$ cat src/rtl/fetch_decode_if.sv
// Bundle between the fetch/decode stage, the instruction memory port and the
// register-file/ALU block.
//   master : fetch/decode side (drives fetch address/request and decoded fields)
//   slave  : memory + register-file/ALU side (drives ack/data and EQ)
// Signals:
//   imem_addr/imem_req   fetch address and request
//   imem_ack/imem_data   memory handshake and instruction word
//   EQ                   ALU equality flag
//   rs1/rs2/rd           decoded register addresses
//   ALUsrc/ALUctrl       operand select and ALU operation
//   ImmOp                sign-extended immediate
//   RegWrite/exec        write enable and execute-cycle strobe
interface fetch_decode_if #(
    parameter int unsigned A_WIDTH = 32,
    parameter int unsigned D_WIDTH = 32
);
    logic [A_WIDTH-1:0] imem_addr;
    logic               imem_req;
    logic               imem_ack;
    logic [D_WIDTH-1:0] imem_data;
    logic               EQ;
    logic [4:0]         rs1;
    logic [4:0]         rs2;
    logic [4:0]         rd;
    logic               ALUsrc;
    logic               ALUctrl;
    logic [D_WIDTH-1:0] ImmOp;
    logic               RegWrite;
    logic               exec;

    modport master (
        output imem_addr, imem_req,
        input  imem_ack, imem_data, EQ,
        output rs1, rs2, rd, ALUsrc, ALUctrl, ImmOp, RegWrite, exec
    );

    modport slave (
        input  imem_addr, imem_req,
        output imem_ack, imem_data, EQ,
        input  rs1, rs2, rd, ALUsrc, ALUctrl, ImmOp, RegWrite, exec
    );
endinterface

$ cat src/rtl/fetch_decode_block.sv
// Fetch/decode stage of the reduced RISC-V datapath (addi/add/bne).
// Owns the PC, fetches over a req/ack port, holds the instruction in IR and
// decodes it combinationally for the register-file/ALU block. One instruction
// retires per EXEC cycle; bne is resolved with EQ sampled in EXEC.
// Ports:
//   clk    in  rising-edge clock
//   rst_n  in  asynchronous active-low reset
//   bus    fetch_decode_if.master (imem_*, EQ, decoded fields, RegWrite, exec)
// Configuration macro:
//   FETCH_TRAP_EN  defined   -> an illegal instruction in EXEC enters HALT
//                              (terminal until reset, PC frozen at the fault)
//                  undefined -> an illegal instruction retires as a NOP
module fetch_decode_block #(
    parameter int unsigned        A_WIDTH  = 32,
    parameter int unsigned        D_WIDTH  = 32,
    parameter logic [A_WIDTH-1:0] RESET_PC = '0
) (
    input logic            clk,
    input logic            rst_n,
    fetch_decode_if.master bus
);
    localparam logic [D_WIDTH-1:0] NOP = D_WIDTH'(32'h0000_0013);

    typedef enum logic [1:0] {
        S_IDLE  = 2'd0,
        S_FETCH = 2'd1,
        S_EXEC  = 2'd2
`ifdef FETCH_TRAP_EN
        ,
        S_HALT  = 2'd3
`endif
    } state_t;

    state_t             state_q, state_d;
    logic [A_WIDTH-1:0] pc_q, pc_d;
    logic [D_WIDTH-1:0] ir_q, ir_d;

    logic [6:0]         opc;
    logic [2:0]         f3;
    logic [6:0]         f7;
    logic               is_addi, is_add, is_bne, is_legal;
    logic               alusrc, aluctrl;
    logic signed [D_WIDTH-1:0] imm;
    logic [A_WIDTH-1:0] pc_seq, pc_br;

    function automatic logic signed [D_WIDTH-1:0] sext_i(input logic [31:0] ir);
        return {{(D_WIDTH-12){ir[31]}}, ir[31:20]};
    endfunction

    function automatic logic signed [D_WIDTH-1:0] sext_b(input logic [31:0] ir);
        return {{(D_WIDTH-13){ir[31]}}, ir[31], ir[7], ir[30:25], ir[11:8], 1'b0};
    endfunction

    assign opc = ir_q[6:0];
    assign f3  = ir_q[14:12];
    assign f7  = ir_q[31:25];

    assign is_addi  = (opc == 7'b0010011) && (f3 == 3'b000);
    assign is_add   = (opc == 7'b0110011) && (f3 == 3'b000) && (f7 == 7'b0000000);
    assign is_bne   = (opc == 7'b1100011) && (f3 == 3'b001);
    assign is_legal = is_addi || is_add || is_bne;

    // Illegal encodings fall through with every enable and the immediate at 0.
    always_comb begin
        alusrc  = 1'b0;
        aluctrl = 1'b0;
        imm     = '0;
        if (is_addi) begin
            alusrc = 1'b1;
            imm    = sext_i(ir_q[31:0]);
        end else if (is_bne) begin
            aluctrl = 1'b1;
            imm     = sext_b(ir_q[31:0]);
        end
    end

    // Both adds wrap modulo 2^A_WIDTH; the size cast sign-extends the offset.
    assign pc_seq = pc_q + A_WIDTH'(4);
    assign pc_br  = pc_q + A_WIDTH'(imm);

    always_comb begin
        state_d = state_q;
        pc_d    = pc_q;
        ir_d    = ir_q;
        case (state_q)
            S_IDLE: begin
                state_d = S_FETCH;
            end
            S_FETCH: begin
                if (bus.imem_ack) begin
                    ir_d    = bus.imem_data;
                    state_d = S_EXEC;
                end
            end
            S_EXEC: begin
`ifdef FETCH_TRAP_EN
                if (!is_legal) begin
                    state_d = S_HALT;
                end else begin
                    state_d = S_FETCH;
                    pc_d    = (is_bne && !bus.EQ) ? pc_br : pc_seq;
                end
`else
                state_d = S_FETCH;
                pc_d    = (is_bne && !bus.EQ) ? pc_br : pc_seq;
`endif
            end
`ifdef FETCH_TRAP_EN
            S_HALT: begin
                state_d = S_HALT;
            end
`endif
            default: begin
                state_d = S_IDLE;
            end
        endcase
    end

    always_ff @(posedge clk or negedge rst_n) begin
        if (!rst_n) begin
            state_q <= S_IDLE;
            pc_q    <= RESET_PC;
            ir_q    <= NOP;
        end else begin
            state_q <= state_d;
            pc_q    <= pc_d;
            ir_q    <= ir_d;
        end
    end

    // Control outputs decode straight from state so reset clears them at once.
    assign bus.imem_addr = pc_q;
    assign bus.imem_req  = (state_q == S_FETCH);
    assign bus.exec      = (state_q == S_EXEC);
    assign bus.RegWrite  = (state_q == S_EXEC) && (is_addi || is_add);
    assign bus.rs1       = ir_q[19:15];
    assign bus.rs2       = ir_q[24:20];
    assign bus.rd        = ir_q[11:7];
    assign bus.ALUsrc    = alusrc;
    assign bus.ALUctrl   = aluctrl;
    assign bus.ImmOp     = imm;
endmodule

$ cat src/flat_wrapper.sv
// flat-port wrapper written by rule: the top's interface ports become plain ports
module fetch_decode_block_flat 
#(
    parameter int unsigned        A_WIDTH  = 32,
    parameter int unsigned        D_WIDTH  = 32,
    parameter logic [A_WIDTH-1:0] RESET_PC = '0
)
  (clk, rst_n, bus_imem_addr, bus_imem_req, bus_imem_ack, bus_imem_data, bus_EQ, bus_rs1, bus_rs2, bus_rd, bus_ALUsrc, bus_ALUctrl, bus_ImmOp, bus_RegWrite, bus_exec);
  fetch_decode_if #(.A_WIDTH(A_WIDTH), .D_WIDTH(D_WIDTH)) bus_i ();
  input logic clk;
  input logic rst_n;
  output wire logic [$bits(bus_i.imem_addr)-1:0] bus_imem_addr;
  output wire logic [$bits(bus_i.imem_req)-1:0] bus_imem_req;
  input wire logic [$bits(bus_i.imem_ack)-1:0] bus_imem_ack;
  input wire logic [$bits(bus_i.imem_data)-1:0] bus_imem_data;
  input wire logic [$bits(bus_i.EQ)-1:0] bus_EQ;
  output wire logic [$bits(bus_i.rs1)-1:0] bus_rs1;
  output wire logic [$bits(bus_i.rs2)-1:0] bus_rs2;
  output wire logic [$bits(bus_i.rd)-1:0] bus_rd;
  output wire logic [$bits(bus_i.ALUsrc)-1:0] bus_ALUsrc;
  output wire logic [$bits(bus_i.ALUctrl)-1:0] bus_ALUctrl;
  output wire logic [$bits(bus_i.ImmOp)-1:0] bus_ImmOp;
  output wire logic [$bits(bus_i.RegWrite)-1:0] bus_RegWrite;
  output wire logic [$bits(bus_i.exec)-1:0] bus_exec;
  assign bus_imem_addr = bus_i.imem_addr;
  assign bus_imem_req = bus_i.imem_req;
  assign bus_i.imem_ack = bus_imem_ack;
  assign bus_i.imem_data = bus_imem_data;
  assign bus_i.EQ = bus_EQ;
  assign bus_rs1 = bus_i.rs1;
  assign bus_rs2 = bus_i.rs2;
  assign bus_rd = bus_i.rd;
  assign bus_ALUsrc = bus_i.ALUsrc;
  assign bus_ALUctrl = bus_i.ALUctrl;
  assign bus_ImmOp = bus_i.ImmOp;
  assign bus_RegWrite = bus_i.RegWrite;
  assign bus_exec = bus_i.exec;
  fetch_decode_block #(.A_WIDTH(A_WIDTH), .D_WIDTH(D_WIDTH), .RESET_PC(RESET_PC)) u_core (.clk(clk), .rst_n(rst_n), .bus(bus_i));
endmodule
$ cat config.mk
export PLATFORM = sky130hd
export DESIGN_NAME = fetch_decode_block_flat
export DESIGN_NICKNAME = d
export VERILOG_FILES = /design/src/rtl/fetch_decode_if.sv /design/src/rtl/fetch_decode_block.sv /design/src/flat_wrapper.sv
export SDC_FILE = /design/constraint.sdc
export NUM_CORES = 1
export LEC_CHECK = 0
export ABC_AREA = 1
export CAP_MARGIN = 20
export CORE_UTILIZATION = 45
export CTS_BUF_LIST = sky130_fd_sc_hd__clkbuf_16
export DETAILED_ROUTE_END_ITERATION = 7
export GPL_TIMING_DRIVEN = 0
export PLACE_DENSITY = 0.71
export SLEW_MARGIN = 20
export SYNTH_ARGS = -nofsm -noshare
export SYNTH_HDL_FRONTEND = slang
export SYNTH_SLANG_ARGS = --single-unit
export TNS_END_PERCENT = 30
$ cat constraint.sdc
create_clock -name clk -period 5.06 [get_ports clk]
set_input_delay 1.012 -clock clk [delete_from_list [all_inputs] [get_ports clk]]
set_output_delay 1.012 -clock clk [all_outputs]
set_load 0.05 [all_outputs]
; ---- Word-level counts from Yosys, hierarchy flattened
; Index checks and enable logic that the tools add are counted.
[op_classes]
addsub = 2
n_reduce_logical = 13
n_mux = 8
eq_ne = 7
[op_table]
columns = cell, count
row1 = $mux W32, 3
row2 = $add A32 B3 Y32 const B, 1
row3 = $add A32 B32 Y32, 1
row4 = $eq A7 B5 Y1 const B, 1
row5 = $eq A7 B6 Y1 const B, 1
row6 = $eq A7 B7 Y1 const B, 1
row7 = $logic_not A7 Y1, 1
row8 = $logic_and A1 B1 Y1, 6
row9 = $pmux W2 S2, 1
row10 = $eq A3 B1 Y1 const B, 1
row11 = $logic_not A3 Y1, 1
row12 = $mux W1, 3
row13 = $eq A2 B1 Y1 const B, 1
row14 = $eq A2 B2 Y1 const B, 1
row15 = $logic_not A2 Y1, 1
row16 = $mux W2, 1
row17 = $ne A2 B1 Y1 const B, 1
row18 = $reduce_and A2 Y1, 1
row19 = $reduce_or A2 Y1, 1
row20 = $logic_not A1 Y1, 1
row21 = $logic_or A1 B1 Y1, 1
[totals]
in_bits = 36
reg_bits = 66
word_cells = 33
output_inout_bits = 84

; ---- Longest topological paths before layout
; Gate-level depths: netlist (run 1).
[logic_depth]
word_depth = 6
ltp_mapped = 20
depth_no_buf = 20

; ---- Least setup slack after synthesis (run 1)
; No wires, ideal clock.
[synth_timing]
path_kind = register -> register
start = register u_core.ir_q[4]
end = register u_core.pc_q[12], in the netlist u_core.bus.imem_addr[12]
path_stages_with_launch = 13
arrival_ns = 3.292
path_slack_ns = 1.609
setup_ns = 0.159
required_time_ns = 4.901
cell_sequence = dfstp_2 -> inv_2 -> nor3_1 -> nand3_1 -> o21ai_0 -> ha_1 -> nand2_1 -> inv_1 -> a21oi_1 -> nand3_1 -> xor2_1 -> o21ai_0 -> o21ai_0
[synth_between]
elab_chain_len = 6
[synth_lines]
columns = item, line_no
row1 = start: declaration, fetch_decode_block.sv:36  ; logic [D_WIDTH-1:0] ir_q, ir_d;
row2 = start signal: assignment, fetch_decode_block.sv:127  ; ir_q <= ir_d;
row3 = $eq A7 B7 Y1, fetch_decode_block.sv:60  ; assign is_bne = (opc == 7'b1100011) && (f3 == 3'b001);
row4 = $logic_and A1 B1 Y1, fetch_decode_block.sv:60
row5 = $mux W32, fetch_decode_block.sv:71  ; end else if (is_bne) begin
row6 = $mux W32 *, fetch_decode_block.sv:68  ; if (is_addi) begin
row7 = net bus_ImmOp[11], flat_wrapper.sv:22  ; output wire logic [$bits(bus_i.ImmOp)-1:0] bus_ImmOp;
row8 = $add A32 B32 Y32 *, fetch_decode_block.sv:79  ; assign pc_br = pc_q + A_WIDTH'(imm);
row9 = $mux W32 *, fetch_decode_block.sv:105  ; pc_d = (is_bne && !bus.EQ) ? pc_br : pc_seq;
row10 = end signal: assignment, fetch_decode_block.sv:126  ; pc_q <= pc_d;
row11 = end: declaration, fetch_decode_block.sv:35  ; logic [A_WIDTH-1:0] pc_q, pc_d;
; Mark *: on every way through the listed nets, which the timed path passes. The rest lies on a longest branch.
; A chain may end at the register's enable or synchronous reset.

; ---- Final worst setup path (run 1)
[layout_timing]
start = register u_core.ir_q[1]
end = output port bus_ImmOp[26]
[layout_between]
elab_chain_len = 4
[layout_lines]
columns = item, line_no
row1 = $eq A7 B7 Y1, fetch_decode_block.sv:60
row2 = $logic_and A1 B1 Y1, fetch_decode_block.sv:60
row3 = $mux W32, fetch_decode_block.sv:71
row4 = $mux W32 *, fetch_decode_block.sv:68
row5 = end: declaration, flat_wrapper.sv:22
; Mark *: on every way between the ends. The rest lies on a longest branch, timed or not.

==> metrics.txt, run 1 <==
crit path launch type=register; gr usage total=29.97%; maximum number of pins on one net before global-route repair=53; vias in the first global route=around 6,400; Final Wtd Congestion=0.9700; Max Slew Vio Count=0; Detailed Route WL=between 20,000 and 25,000 µm; Routed Antenna Nets=0; Setup Fix Bufs, Post-CTS=0; WL met2=9050 µm; total CTS buffers=9; Total Power=between 3 and 4 mW; Setup TNS Final=0 ps; fillers=around 1,300; Clock Latency Late Sink=350 ps; final hold vios=0; clock-pin slew on the worst setup and hold paths=about 60 ps; Root Buffer Master=clkbuf_16; CTS HTree Levels=3; Max rail drop VDD=0.2557 mV; clock share of power=17.3%; Top Ports=120; vias per cell=5.087; CP arrival=3190 ps; Area growth syn-to-layout=27.72%; unrepaired setup endpoints after global routing=false; Initial Util=between 40% and 50%; Avg WL per Cell=15.19 µm; Overflow after GRT=0; clock sink count=66; fin nets=1,253; worst-path fanout max=40; Final Skew=6.138 ps; initial antenna violation count=0; Via Count=6,959; cell count after synthesis=1,052; CP Capture Type=primary output; Leak=4.379 nW; Max Cap Violations=0; Switch Pwr=2.092 mW; sequential power share=26.7%; Avg Inst Size Synth=6.036 µm²; Req. time, crit path=4050 ps; crit path kind=reg2out; period utilisation layout=82.97%; first drt pass iteration count=5; top layer in use=met4; remaining routing DRC violations=0; setup violators final=0; proportion of layout cells with a drive suffix above 1=7.407%; Clock Path Buffers=2; First DRT Iteration DRCs=563; Tmin final=4198 ps; Power Density=between 400 and 500 nW/µm²; met1 WL=9638 µm; Slew @ Worst Pin=slightly below 800 ps; CTS resizes=0; multi-input logic area=3744 µm²; Synth Register Bits=66; DR WL met3=1519 µm; Die Y-Extent=120.8 µm; storage element area=1655 µm²; Antenna diodes=0; Die X=120.8 µm; syn_nets=1,122; sequential area share after synthesis=26.07%; CTS tree=yes; switching fraction of total power=52.71%; status=finished, final reports clean; Rel. slew slack=47.60%; fmax=approximately 240 MHz; Port Buffers=119; combinational fraction of design power=56.0%; Yosys cell types=40; Post-CTS Hold Buffers=0; core region area=13,830 µm²; cell-internal power=1.877 mW; YS warnings=0; Die Area=14,590 µm²; Rows=43; DPL Wire Length=16,490 µm; Syn Std Cell Area=6350 µm²; first-pass GRT wire length=33,250 µm; min-delay worst type=reg2reg
cell type report:
type                    instances  area share, %
inverters                     163          7.544
repair buffers                120          15.00
plain buffers                  51          4.181
flip-flops and latches         66          20.41
multi-input cells             772          46.16
clock inverters                 7          1.157
well taps                     180          2.777
clock buffers                   9          2.777
flip-flops by register name, summed over array words and instances, names as in the netlist:
name,cells
u_core.state_q,2
u_core.ir_q,32
u_core.bus.imem_addr,32
placed cells by master (no fill, tap or decap), drive strengths merged:
master / instances
xnor2: 1
or2: 3
clkinvlp: 1
fa: 1
and2: 2
clkinv: 3
dfstp: 3
nand2: 400
a32oi: 1
clkbuf: 18
nand3: 72
a22oi: 2
and3: 1
dfrtp: 63
o21ai: 39
clkdlybuf4s50: 118
nor4: 1
a21o: 2
inv: 164
o21bai: 3
nand3b: 9
a22o: 4
nor2: 99
xor2: 15
a21oi: 53
nand4: 14
bufinv: 2
buf: 44
ha: 33
nor3: 15
a31oi: 2
stage by stage:
stage,utilization [%],hold slack (ps),setup slack [ps],instances,instance area [µm²]
after floorplan,-,435.0,1609,1052,6350
after global placement,56.17,447.5,588.6,1351,7766
after detailed placement,56.35,452.9,1236,1352,7791
after CTS,58.66,464.7,854.2,1368,8110
after global routing,58.66,476.6,686.8,1368,8110
final,58.66,457.8,862.0,1368,8110
per-layer routing:
layer  track usage [%]  up-vias
met5                 0        -
met4             12.50        0
met3             5.189       35
met2             45.19      234
met1             42.08     3163
li1                  -     3527
cells by family (layout without fill, tap and decap cells):
group           Yosys count  count (layout)  share of synthesized area, %
fa+ha+maj                34              34                         6.818
xor+xnor                 16              16                         2.207
simple gates            616             616                         40.85
flops                    66              66                         26.07
buf+inv                 214             350                         14.98
compound gates          106             106                         9.083
critical path: stages, from the launching register on:
cell and delay, ps:
dfstp_2 530, nand2_1 70, nor2_2 170, nand3_1 170
nand2_1 200, nand2_1 110, inv_2 550, buf_4 220
clkdlybuf4s50_1 800
synthesized netlist by cell type, drive strengths merged:
cell type / instances / area [µm²]
dfstp: 3 / 78.83
ha: 33 / 412.9
xnor2: 1 / 8.760
and2: 2 / 12.51
nand3b: 9 / 67.56
a21o: 2 / 15.01
o21bai: 3 / 22.52
and3: 1 / 6.260
nor4: 1 / 6.260
buf: 42 / 305.3
nand4: 14 / 87.58
or2: 3 / 18.77
dfrtp: 63 / 1577
clkbuf: 9 / 33.78
nor2: 99 / 427.9
a21oi: 53 / 265.3
xor2: 15 / 131.4
a22oi: 2 / 15.01
inv: 162 / 608.1
nand3: 72 / 365.3
nand2: 400 / 1506
nor3: 15 / 95.09
a22o: 4 / 35.03
o21ai: 39 / 195.2
a31oi: 2 / 12.51
clkinv: 1 / 3.750
fa: 1 / 20.02
a32oi: 1 / 16.27
final timing paths:
check / to / startpoint / slack, ps / depth (start not counted)
max in group asynchronous: u_core.ir_q[0]$_DFFE_PN1P_ / rst_n / 3950 / 2
worst max-delay path: bus_ImmOp[26] / u_core.ir_q[1]$_DFFE_PN1P_ / 860 / 8
worst min register to register: u_core.state_q[0]$_DFFE_PN0P_ / u_core.state_q[1]$_DFFE_PN0P_ / 460 / 1
worst max register to register: u_core.bus.imem_addr[23]$_DFFE_PN0P_ / u_core.ir_q[1]$_DFFE_PN1P_ / 1540 / 16
min in group asynchronous: u_core.bus.imem_addr[20]$_DFFE_PN0P_ / rst_n / 520 / 1
worst min-delay path: u_core.state_q[0]$_DFFE_PN0P_ / u_core.state_q[1]$_DFFE_PN0P_ / 460 / 1
power by group through the flow:
stage / combinational [mW] / clock (mW) / sequential [mW]
floorplan: 1.18 / 0 / 1.33
global placement: 2.18 / 0 / 1.05
detailed placement: 2.20 / 0 / 1.05
CTS: 2.21 / 0.697 / 1.05
global route: 2.43 / 0.723 / 1.08
finish: 2.22 / 0.687 / 1.06
(Power assumes the default switching activity.)
==> run 2: changes to the inputs <==
- clock period: 5.06 -> 3.9 ns (I/O delays scaled with it)
==> run 2 against run 1 <==
  * Register-to-register slack worse by 970 ps
  * Power is 30% higher
  * Clock skew about the same
  * First-iteration DRC count up 4.4%
  * Cell area shrank 0.12%
  * Routed wire length grew 0.31%
==> metrics.txt, run 2 (synthesized netlist as in run 1, its figures left out) <==
CTS tree=yes; core region area=13,830 µm² (unchanged); first-pass GRT wire length=33,250 µm (unchanged); Final Wtd Congestion=0.9700 (unchanged); Req. time, crit path=3120 ps (-930 ps); worst reg2reg setup slack=570 ps (-970 ps); fmax=between 200 and 300 MHz; Max Cap Violations=0 (unchanged); final hold vios=0 (unchanged); clock sink count=66 (unchanged); Max rail drop VDD=0.3311 mV (+29%); Rows=43 (unchanged); setup violators final=0 (unchanged); Max Slew Vio Count=0 (unchanged); Power Density=635.4 nW/µm² (+30%); First DRT Iteration DRCs=588 (+4.4%); Antenna diodes=0 (unchanged); storage element area=1655 µm² (unchanged); Port Buffers=119 (unchanged); status=finished, final reports clean; Reg2Reg Capture Point=u_core.bus.imem_addr[23]$_DFFE_PN0P_; Clock Path Buffers=2 (unchanged); Routed Antenna Nets=0 (unchanged); multi-input logic area=3744 µm² (unchanged); Area growth syn-to-layout=27.57%; crit path max-delay cell type=clkdlybuf4s50_1; Rel. slew slack=49.55% (+1.9 points); Die Area=14,590 µm² (unchanged); final hold slack=293.0 ps (-164.9 ps); gr usage total=29.97% (unchanged); proportion of layout cells with a drive suffix above 1=8.081% (+0.67 points); unrepaired setup endpoints after global routing=false; Final Worst Setup Slack=135.6 ps (-726.4 ps); Die Y-Extent=120.8 µm (unchanged); Overflow after GRT=0 (unchanged); Slew @ Worst Pin=756.7 ps (-29.20 ps); Final Skew=5.717 ps (-0.4210 ps); Clock Latency Late Sink=350 ps (about the same); Die X=120.8 µm (unchanged); Top Ports=120 (unchanged); remaining routing DRC violations=0 (unchanged); Tmin final=3764 ps; total CTS buffers=9 (unchanged); Setup TNS Final=0 ps (unchanged); vias in the first global route=6,387 (unchanged); crit path kind=reg2out; Avg WL per Cell=15.24 µm (+0.31%); fillers=1,347 (+0.45%); Via Count=6,967 (+0.11%); fin nets=1,253 (unchanged); clock-pin slew on the worst setup and hold paths=60 ps (about the same); Total Power=5.147 mW (+30%); first drt pass iteration count=6 (+1); CP Capture Type=primary output; period utilisation layout=96.52%; Root Buffer Master=clkbuf_16; min-delay worst type=in2async; cell mode on critical path=nand2_1; maximum number of pins on one net before global-route repair=53 (unchanged); Initial Util=45.92% (unchanged); CP arrival=2980 ps (-210 ps); CTS HTree Levels=3 (unchanged); worst-path fanout max=40 (unchanged); Setup WS pre-CTS=307.8 ps (-928.0 ps); Detailed Route WL=20,840 µm (+0.31%); reg2reg path depth=16 (unchanged); DPL Wire Length=16,490 µm (unchanged); critical path's largest stage delay=790 ps (about the same); worst path cell trace=nand2_1, nor2_2, nand3_1, nand2_1, nand2_1, inv_4, buf_4, clkdlybuf4s50_1; Finished Core Util=58.58% (-0.072 points); initial antenna violation count=0 (unchanged); crit path launch type=register; most frequent cells in the layout=398 x nand2_1, 156 x inv_1, 107 x clkdlybuf4s50_1, 88 x nor2_1, 71 x nand3_1; commonest non-fill, non-tap cell in the layout=nand2_1; Leak=4.451 nW (+1.6%); launching point of the worst reg2reg path=u_core.ir_q[0]$_DFFE_PN1P_; vias per cell=5.093 (+0.11%)
==> run 2: cell count changes in the layout (fill, tap and decap cells not counted) <==
| cell | previous run | this run |
|---|---|---|
| clkdlybuf4s50_1 | 118 | 107 |
| inv_2 | 7 | 6 |
| inv_4 | 0 | 1 |
| buf_4 | 35 | 43 |
| dlymetal6s2s_1 | 0 | 3 |
==> run 2: per-layer routing <==
layer | GRT usage, % | up-vias | part of all wire (%)
met4 | 12.50 | 0 | 2.9
met5 | 0 | - | 0
met3 | 5.189 | 37 | 8.2
met2 | 45.19 | 257 | 44
met1 | 42.08 | 3154 | 45
li1 | - | 3519 | -
==> run 2: report_power, final <==
| group | internal (mW) | switching [mW] |
|---|---|---|
| Combinational | 0.945 | 1.94 |
| Sequential | 0.930 | 0.445 |
| Clock | 0.559 | 0.331 |
==> run 2: critical path, delay by kind of cell (launching register included) <==
family | cells | cell delay (ps)
flip-flops | 1 | 530
buffers and inverters | 3 | 1330
AND/OR/NAND/NOR | 5 | 750
==> run 2: cell type report <==
| cell class | instances | area share, % |
|---|---|---|
| buffer | 51 | 4.186 |
| multi-input combinational | 772 | 46.22 |
| tap | 180 | 2.780 |
| sequential | 66 | 20.44 |
| timing repair buffer | 120 | 14.86 |
| clock buffer | 9 | 2.780 |
| inverter | 163 | 7.584 |
| clock inverter | 7 | 1.158 |
==> run 2: worst max path at each step <==
stage	start	endpoint	slack (ps)	cells past startpoint
floorplan	u_core.ir_q[4]$_DFFE_PN1P_	u_core.bus.imem_addr[12]$_DFFE_PN0P_	450	12
global placement	rst_n	u_core.ir_q[7]$_DFFE_PN0P_	-340	1
detailed placement	u_core.ir_q[0]$_DFFE_PN1P_	bus_ImmOp[26]	310	8
CTS	u_core.ir_q[0]$_DFFE_PN1P_	bus_ImmOp[26]	130	8
global route	u_core.ir_q[4]$_DFFE_PN1P_	bus_ImmOp[14]	2	8
finish	u_core.ir_q[0]$_DFFE_PN1P_	bus_ImmOp[16]	140	8
==> run 2: timing repair <==
action                                  4_1_cts  5_1_grt
hold buffers                                  0        0
endpoints found under the setup margin       19       11
gates resized for setup                       1       11
buffers inserted                              0        0
==> run 2: per-stage QoR <==
step / std cells / instance area [µm²]
after floorplan: 1052 / 6350
after global placement: 1351 / 7766
after detailed placement: 1352 / 7791
after CTS: 1368 / 8113
after global routing: 1368 / 8100
final: 1368 / 8100
